### config.mk
export PLATFORM = sky130hd
export DESIGN_NAME = iob_split_reg
export DESIGN_NICKNAME = d
export VERILOG_FILES = /design/src/rtl/iob_split_pkg.sv /design/src/rtl/iob_split_timer.sv /design/src/rtl/iob_split_reg.sv
export SDC_FILE = /design/constraint.sdc
export NUM_CORES = 1
export LEC_CHECK = 0
export BUFFER_PORTS_ARGS = -buffer_cell sky130_fd_sc_hd__clkbuf_2
export CAP_MARGIN = 30
export CELL_PAD_IN_SITES_DETAIL_PLACEMENT = 0
export CELL_PAD_IN_SITES_GLOBAL_PLACEMENT = 1
export CORE_ASPECT_RATIO = 0.75
export CORE_MARGIN = 2
export CORE_UTILIZATION = 36
export CTS_CLUSTER_DIAMETER = 100
export CTS_CLUSTER_SIZE = 30
export DETAILED_ROUTE_END_ITERATION = 8
export PLACE_DENSITY_LB_ADDON = 0.1
export SYNTH_ARGS = -nofsm -noshare
export SYNTH_HDL_FRONTEND = slang
export SYNTH_SLANG_ARGS = --single-unit
### constraint.sdc
create_clock -name clk -period 2.8 [get_ports clk]
set_input_delay 0 -clock clk [delete_from_list [all_inputs] [get_ports clk]]
set_output_delay 0 -clock clk [all_outputs]
set_load 0.005 [all_outputs]
### src/rtl/iob_split_pkg.sv
// Shared definitions for the registered IOb 1-to-N splitter.
package iob_split_pkg;

  // Splitter FSM encoding
  typedef enum logic [1:0] {
    IDLE = 2'd0,
    BUSY = 2'd1,
    RESP = 2'd2
  } state_e;

  // Data returned to the master on unmapped selects and watchdog aborts
  localparam logic [31:0] ERR_DATA_DEFAULT = 32'hDEADBEEF;

  // Width of the saturating error counter
  localparam int ERR_CNT_W = 8;

  // Number of address bits needed to select one of nSlaves slaves
  function automatic int sel_width(input int nSlaves);
    return (nSlaves > 1) ? $clog2(nSlaves) : 1;
  endfunction

endpackage

### src/rtl/iob_split_timer.sv
// Watchdog counter for the splitter: counts cycles while enabled and flags
// expiry when the count reaches TIMEOUT-1. Only used with SPLIT_TIMEOUT_EN.
module iob_split_timer
  import iob_split_pkg::*;
#(
  parameter int TIMEOUT = 1024
) (
  input  logic clk,
  input  logic rst,
  input  logic clear,
  input  logic enable,
  output logic expired
);

  localparam int CNT_W = $clog2(TIMEOUT) + 1;

  logic [CNT_W-1:0] count_q, count_d;

  assign expired = (count_q == CNT_W'(TIMEOUT - 1));

  // Next count: clear has priority, then count up while enabled, holding at expiry
  always_comb begin
    count_d = count_q;
    if (clear) begin
      count_d = '0;
    end else if (enable && !expired) begin
      count_d = count_q + 1'b1;
    end
  end

  // Count register
  always_ff @(posedge clk or negedge rst) begin
    if (!rst) begin
      count_q <= '0;
    end else begin
      count_q <= count_d;
    end
  end

endmodule

### src/rtl/iob_split_reg.sv
// Registered 1-to-N splitter for the native IOb bus. Requests are registered
// towards the slaves and responses registered towards the master, so no
// combinational path crosses the block. Unmapped selects get an error reply.
// Optional watchdog abort of stalled slaves: define SPLIT_TIMEOUT_EN.
module iob_split_reg
  import iob_split_pkg::*;
#(
  parameter int              ADDR_W   = 32,
  parameter int              DATA_W   = 32,
  parameter int              N_SLAVES = 3,
  parameter int              P_SLAVES = 31,
  parameter logic [DATA_W-1:0] ERR_DATA = ERR_DATA_DEFAULT,
  parameter int              TIMEOUT  = 1024
) (
  input  logic                       clk,
  input  logic                       rst,
  input  logic                       m_valid,
  input  logic [ADDR_W-1:0]          m_addr,
  input  logic [DATA_W-1:0]          m_wdata,
  input  logic [DATA_W/8-1:0]        m_wstrb,
  output logic [DATA_W-1:0]          m_rdata,
  output logic                       m_ready,
  output logic                       m_err,
  output logic [N_SLAVES-1:0]        s_valid,
  output logic [ADDR_W-1:0]          s_addr,
  output logic [DATA_W-1:0]          s_wdata,
  output logic [DATA_W/8-1:0]        s_wstrb,
  input  logic [N_SLAVES*DATA_W-1:0] s_rdata,
  input  logic [N_SLAVES-1:0]        s_ready,
  output logic [ERR_CNT_W-1:0]       err_count
);

  localparam int SEL_W = sel_width(N_SLAVES);

  state_e                 state_q, state_d;
  logic [N_SLAVES-1:0]    sValid_q, sValid_d;
  logic [ADDR_W-1:0]      addr_q, addr_d;
  logic [DATA_W-1:0]      wdata_q, wdata_d;
  logic [DATA_W/8-1:0]    wstrb_q, wstrb_d;
  logic [DATA_W-1:0]      rdata_q, rdata_d;
  logic                   ready_q, ready_d;
  logic                   err_q, err_d;
  logic [ERR_CNT_W-1:0]   errCnt_q, errCnt_d;

  logic [SEL_W-1:0]       sel;
  logic                   selHit;
  logic                   errInc;
  logic [DATA_W-1:0]      slaveData;
  logic                   timedOut;

`ifdef SPLIT_TIMEOUT_EN
  // Watchdog runs only in BUSY and is held clear otherwise, so it starts at
  // zero on every entry to BUSY
  iob_split_timer #(
    .TIMEOUT(TIMEOUT)
  ) u_timer (
    .clk    (clk),
    .rst    (rst),
    .clear  (state_q != BUSY),
    .enable (state_q == BUSY),
    .expired(timedOut)
  );
`else
  assign timedOut = 1'b0;
  wire unused_timeout = (TIMEOUT == 0);
`endif

  // Response mux: the held one-hot valid selects which slave's data to capture
  always_comb begin
    slaveData = '0;
    for (int k = 0; k < N_SLAVES; k++) begin
      if (sValid_q[k]) begin
        slaveData = s_rdata[k*DATA_W +: DATA_W];
      end
    end
  end

  // Next-state and registered-output logic; ready from unselected slaves is
  // masked off by the one-hot valid, and ready outside BUSY is never looked at
  always_comb begin
    state_d  = state_q;
    sValid_d = sValid_q;
    addr_d   = addr_q;
    wdata_d  = wdata_q;
    wstrb_d  = wstrb_q;
    rdata_d  = rdata_q;
    ready_d  = ready_q;
    err_d    = err_q;
    errCnt_d = errCnt_q;
    errInc   = 1'b0;
    sel      = m_addr[P_SLAVES -: SEL_W];
    selHit   = |(s_ready & sValid_q);

    case (state_q)
      IDLE: begin
        if (m_valid) begin
          addr_d  = m_addr;
          wdata_d = m_wdata;
          wstrb_d = m_wstrb;
          if (int'(sel) < N_SLAVES) begin
            sValid_d = {{(N_SLAVES-1){1'b0}}, 1'b1} << sel;
            state_d  = BUSY;
          end else begin
            rdata_d = ERR_DATA;
            err_d   = 1'b1;
            ready_d = 1'b1;
            errInc  = 1'b1;
            state_d = RESP;
          end
        end
      end
      BUSY: begin
        if (selHit) begin
          sValid_d = '0;
          rdata_d  = slaveData;
          err_d    = 1'b0;
          ready_d  = 1'b1;
          state_d  = RESP;
        end else if (timedOut) begin
          sValid_d = '0;
          rdata_d  = ERR_DATA;
          err_d    = 1'b1;
          ready_d  = 1'b1;
          errInc   = 1'b1;
          state_d  = RESP;
        end
      end
      RESP: begin
        ready_d = 1'b0;
        err_d   = 1'b0;
        state_d = IDLE;
      end
      default: begin
        sValid_d = '0;
        ready_d  = 1'b0;
        err_d    = 1'b0;
        state_d  = IDLE;
      end
    endcase

    if (errInc && (errCnt_q != {ERR_CNT_W{1'b1}})) begin
      errCnt_d = errCnt_q + 1'b1;
    end
  end

  // State and output registers; reset aborts any transaction in flight
  always_ff @(posedge clk or negedge rst) begin
    if (!rst) begin
      state_q  <= IDLE;
      sValid_q <= '0;
      addr_q   <= '0;
      wdata_q  <= '0;
      wstrb_q  <= '0;
      rdata_q  <= '0;
      ready_q  <= 1'b0;
      err_q    <= 1'b0;
      errCnt_q <= '0;
    end else begin
      state_q  <= state_d;
      sValid_q <= sValid_d;
      addr_q   <= addr_d;
      wdata_q  <= wdata_d;
      wstrb_q  <= wstrb_d;
      rdata_q  <= rdata_d;
      ready_q  <= ready_d;
      err_q    <= err_d;
      errCnt_q <= errCnt_d;
    end
  end

  assign s_valid   = sValid_q;
  assign s_addr    = addr_q;
  assign s_wdata   = wdata_q;
  assign s_wstrb   = wstrb_q;
  assign m_rdata   = rdata_q;
  assign m_ready   = ready_q;
  assign m_err     = err_q;
  assign err_count = errCnt_q;

endmodule

==> results.md <==
- Synthesis Warnings: 0
- Post_cts resized: 0
- Avg Inst Size Synth: 11.9 um^2
- Worst hold slack: between 15 and 20 ps
- Root Buffer: clkbuf_16
- Cell variety after synth: 35
- CTS hold repair buffers: 111
- Max Root-Sink Buffers: 2
- Least-Margin Pin Slew: 1050 ps
- Post-DP HPWL: ~11000 um
- Vias per inst: 4.99
- Initial antenna violation count: 0
- Required time worst endpoint: approximately 3200 ps
- Routed WL per cell: 16.6 um
- Clock sink count: 115
- Routability congestion estimate: approximately 0.85
- Antenna Nets Post-Route: 0
- Worst Hold Class: in -> reg
- IO Count: approximately 280
- Share of layout cells above drive strength 1: 0.474
- Critical path fanouts, max: 32
- Clk slew on worst S/H paths: 50 ps
- Period minus WS final: about 2600 ps
- Total number of vias: 5181
- Initial Util: 0.365
- Final Hold Viols: 0
- Ant. Diodes: 0
- Clk_lat worst skew: 420 ps
- Chip width: ~140 um
- R2r startpoint: s_valid[1]
- DIE AREA: 0.0156 mm^2
- Post-route DRC violation count: 0
- # rows: 38
- GR Overflow Total: 0
- # setup viols final: 0
- Pre-CTS setup slack: about 670 ps
- Commonest non-fill, non-tap cells in the layout: 281 x clkbuf_2, 115 x dfrtp_1, 111 x dlygate4sd3_1, 69 x mux2_2, 49 x o21ai_0
- Max Fclk: 392 MHz
- Hold path startpoint: s_rdata[16]
- Clk_skew: 13.2 ps
- Final nets: 998
- Mapped cell area: 0.00525 mm^2
- TritonCTS clock tree: built
- TNS Setup: 0 ps
- VDD IR max: roughly 0.00057 V
- GR Util All Layers: 0.222
- Max-slew violation count: 0
- Sequential-to-total area share from yosys stat: 0.548
- Seq. cell area: between 0.002 and 0.003 mm^2
- Max-cap violations: 0
- Critical path data arrival time: ~2900 ps
- Core area: 0.0144 mm^2
- Worst setup margin: approximately 250 ps
- Total iterations of the first detailed-routing run: 4
- PortBufs: 282
- Worst Setup End Kind: flip-flop
- Multi-input combinational cell area: approximately 0.0022 mm^2
- RSZ-0062 raised after global routing: false
- Synth Register Bits: roughly 120
- H-tree levels: 4
- Iteration-0 DRC count of the detailed router: between 200 and 300
- Die Y: 109 um
- Routed wire length: 17200 um
- Period utilization: 0.912
- Leakage power: 4.04 nW
- Largest net degree at the start of global routing: 72
- Syn_nets: 613
- First-pass GRT wire length: 26600 um
- Outcome: finished clean
- Critical path class: reg -> reg
- Pwr Density: 1030 mW/mm^2
- Fillers: 1219
- Synth Instances: 442
- P&R area growth vs syn: 63.3%
- Crit. Startpoint: s_valid[1]
- Post-CTS setup buffer count: 0
- Rel. slew slack: 0.302
- Commonest non-fill, non-tap cell in the layout: clkbuf_2
- Worst setup SP type: flip-flop
- Vias in the first global route: 5206
- Total CTS buffers: 17
## cells in the mapped netlist, drive strengths merged
library cell | number | area share
dfrtp | 115 | 0.55
mux2 | 71 | 0.15
o21ai | 49 | 0.047
a21oi | 32 | 0.031
a221o | 32 | 0.061
nand3b | 25 | 0.036
nand3 | 23 | 0.022
clkbuf | 21 | 0.015
buf | 17 | 0.018
nand2 | 11 | 0.0079
o211ai | 8 | 0.011
nor2 | 6 | 0.0043
xnor2 | 5 | 0.0083
and3 | 4 | 0.0048
inv | 3 | 0.0021
a22oi | 2 | 0.0029
a41oi | 2 | 0.0033
nor3 | 2 | 0.0019
a222oi | 1 | 0.0019
a31oi | 1 | 0.0012
and4 | 1 | 0.0017
ha | 1 | 0.0024
nand2b | 1 | 0.0012
nand4 | 1 | 0.0012
nor2b | 1 | 0.0012
nor3b | 1 | 0.0024
nor4 | 1 | 0.0012
nor4b | 1 | 0.0017
o21a | 1 | 0.0014
o221ai | 1 | 0.0017
o41ai | 1 | 0.0017
or2 | 1 | 0.0012
## worst max-delay path, cell delays in order, from the launching register on
cell           delay [ps]
dfrtp_1               720
a222oi_1              210
buf_4                 200
nor3_2                100
buf_4                 390
o211ai_1              170
dlygate4sd3_1         620
nand3_1                80
## metal layers
metal,vias up,global-route usage,routed length [um],share of wire
li1,2440,-,-,-
met1,2491,0.277,6980,0.41
met2,232,0.360,8300,0.48
met3,18,0.0793,1690,0.098
met4,0,0.0714,226,0.013
met5,-,0,0,0
## power breakdown
group | switching [mW] | internal (mW)
Clock | 0.763 | 1.42
Combinational | 1.76 | 1.90
Sequential | 0.561 | 2.45
Total | 3.08 | 5.77
## cells by family after synthesis
family                     Yosys count  share of synthesized area
AOI/OAI and AO/OA                  130                      0.164
DFF                                115                      0.548
and+or+nand+nor                     79                     0.0882
muxes                               71                      0.154
buffers and inverters               41                     0.0351
xor gates and xnor gates             5                    0.00834
adders and majority gates            1                    0.00238
## final timing paths
path | end | slack (ps) | depth (start not counted)
min reg2reg | m_ready | 500 | 2
max | m_rdata[24] | 250 | 7
min | m_rdata[16] | 20 | 4
min in group asynchronous | s_wdata[26] | 220 | 2
max reg2reg | m_rdata[24] | 250 | 7
max in group asynchronous | s_wdata[1] | 1790 | 3
## flip-flops by register name (all words and copies together) (netlist names)
| signal | cells |
|---|---|
| err_count | 8 |
| m_err | 1 |
| state_q | 2 |
| s_addr | 32 |
| m_rdata | 32 |
| m_ready | 1 |
| s_valid | 3 |
| s_wstrb | 4 |
| s_wdata | 32 |
## per-stage QoR
stage	cell area (um^2)	total power [mW]	instances	util
after floorplan	5250	5.03	442	-
after global placement	6860	6.45	897	0.478
after detailed placement	6860	6.53	897	0.478
after CTS	8570	8.91	1039	0.597
after global routing	8570	9.46	1039	0.597
final	8570	8.85	1039	0.597
## layout make-up
class | instances | area share
multi-input cells | 286 | 0.257
inverters | 3 | 0.00131
repair buffers | 404 | 0.307
flip-flops and latches | 115 | 0.336
well taps | 200 | 0.0292
clock inverters | 8 | 0.0117
clock buffers | 23 | 0.0581
No activity file was read; power rests on OpenSTA's default activity.
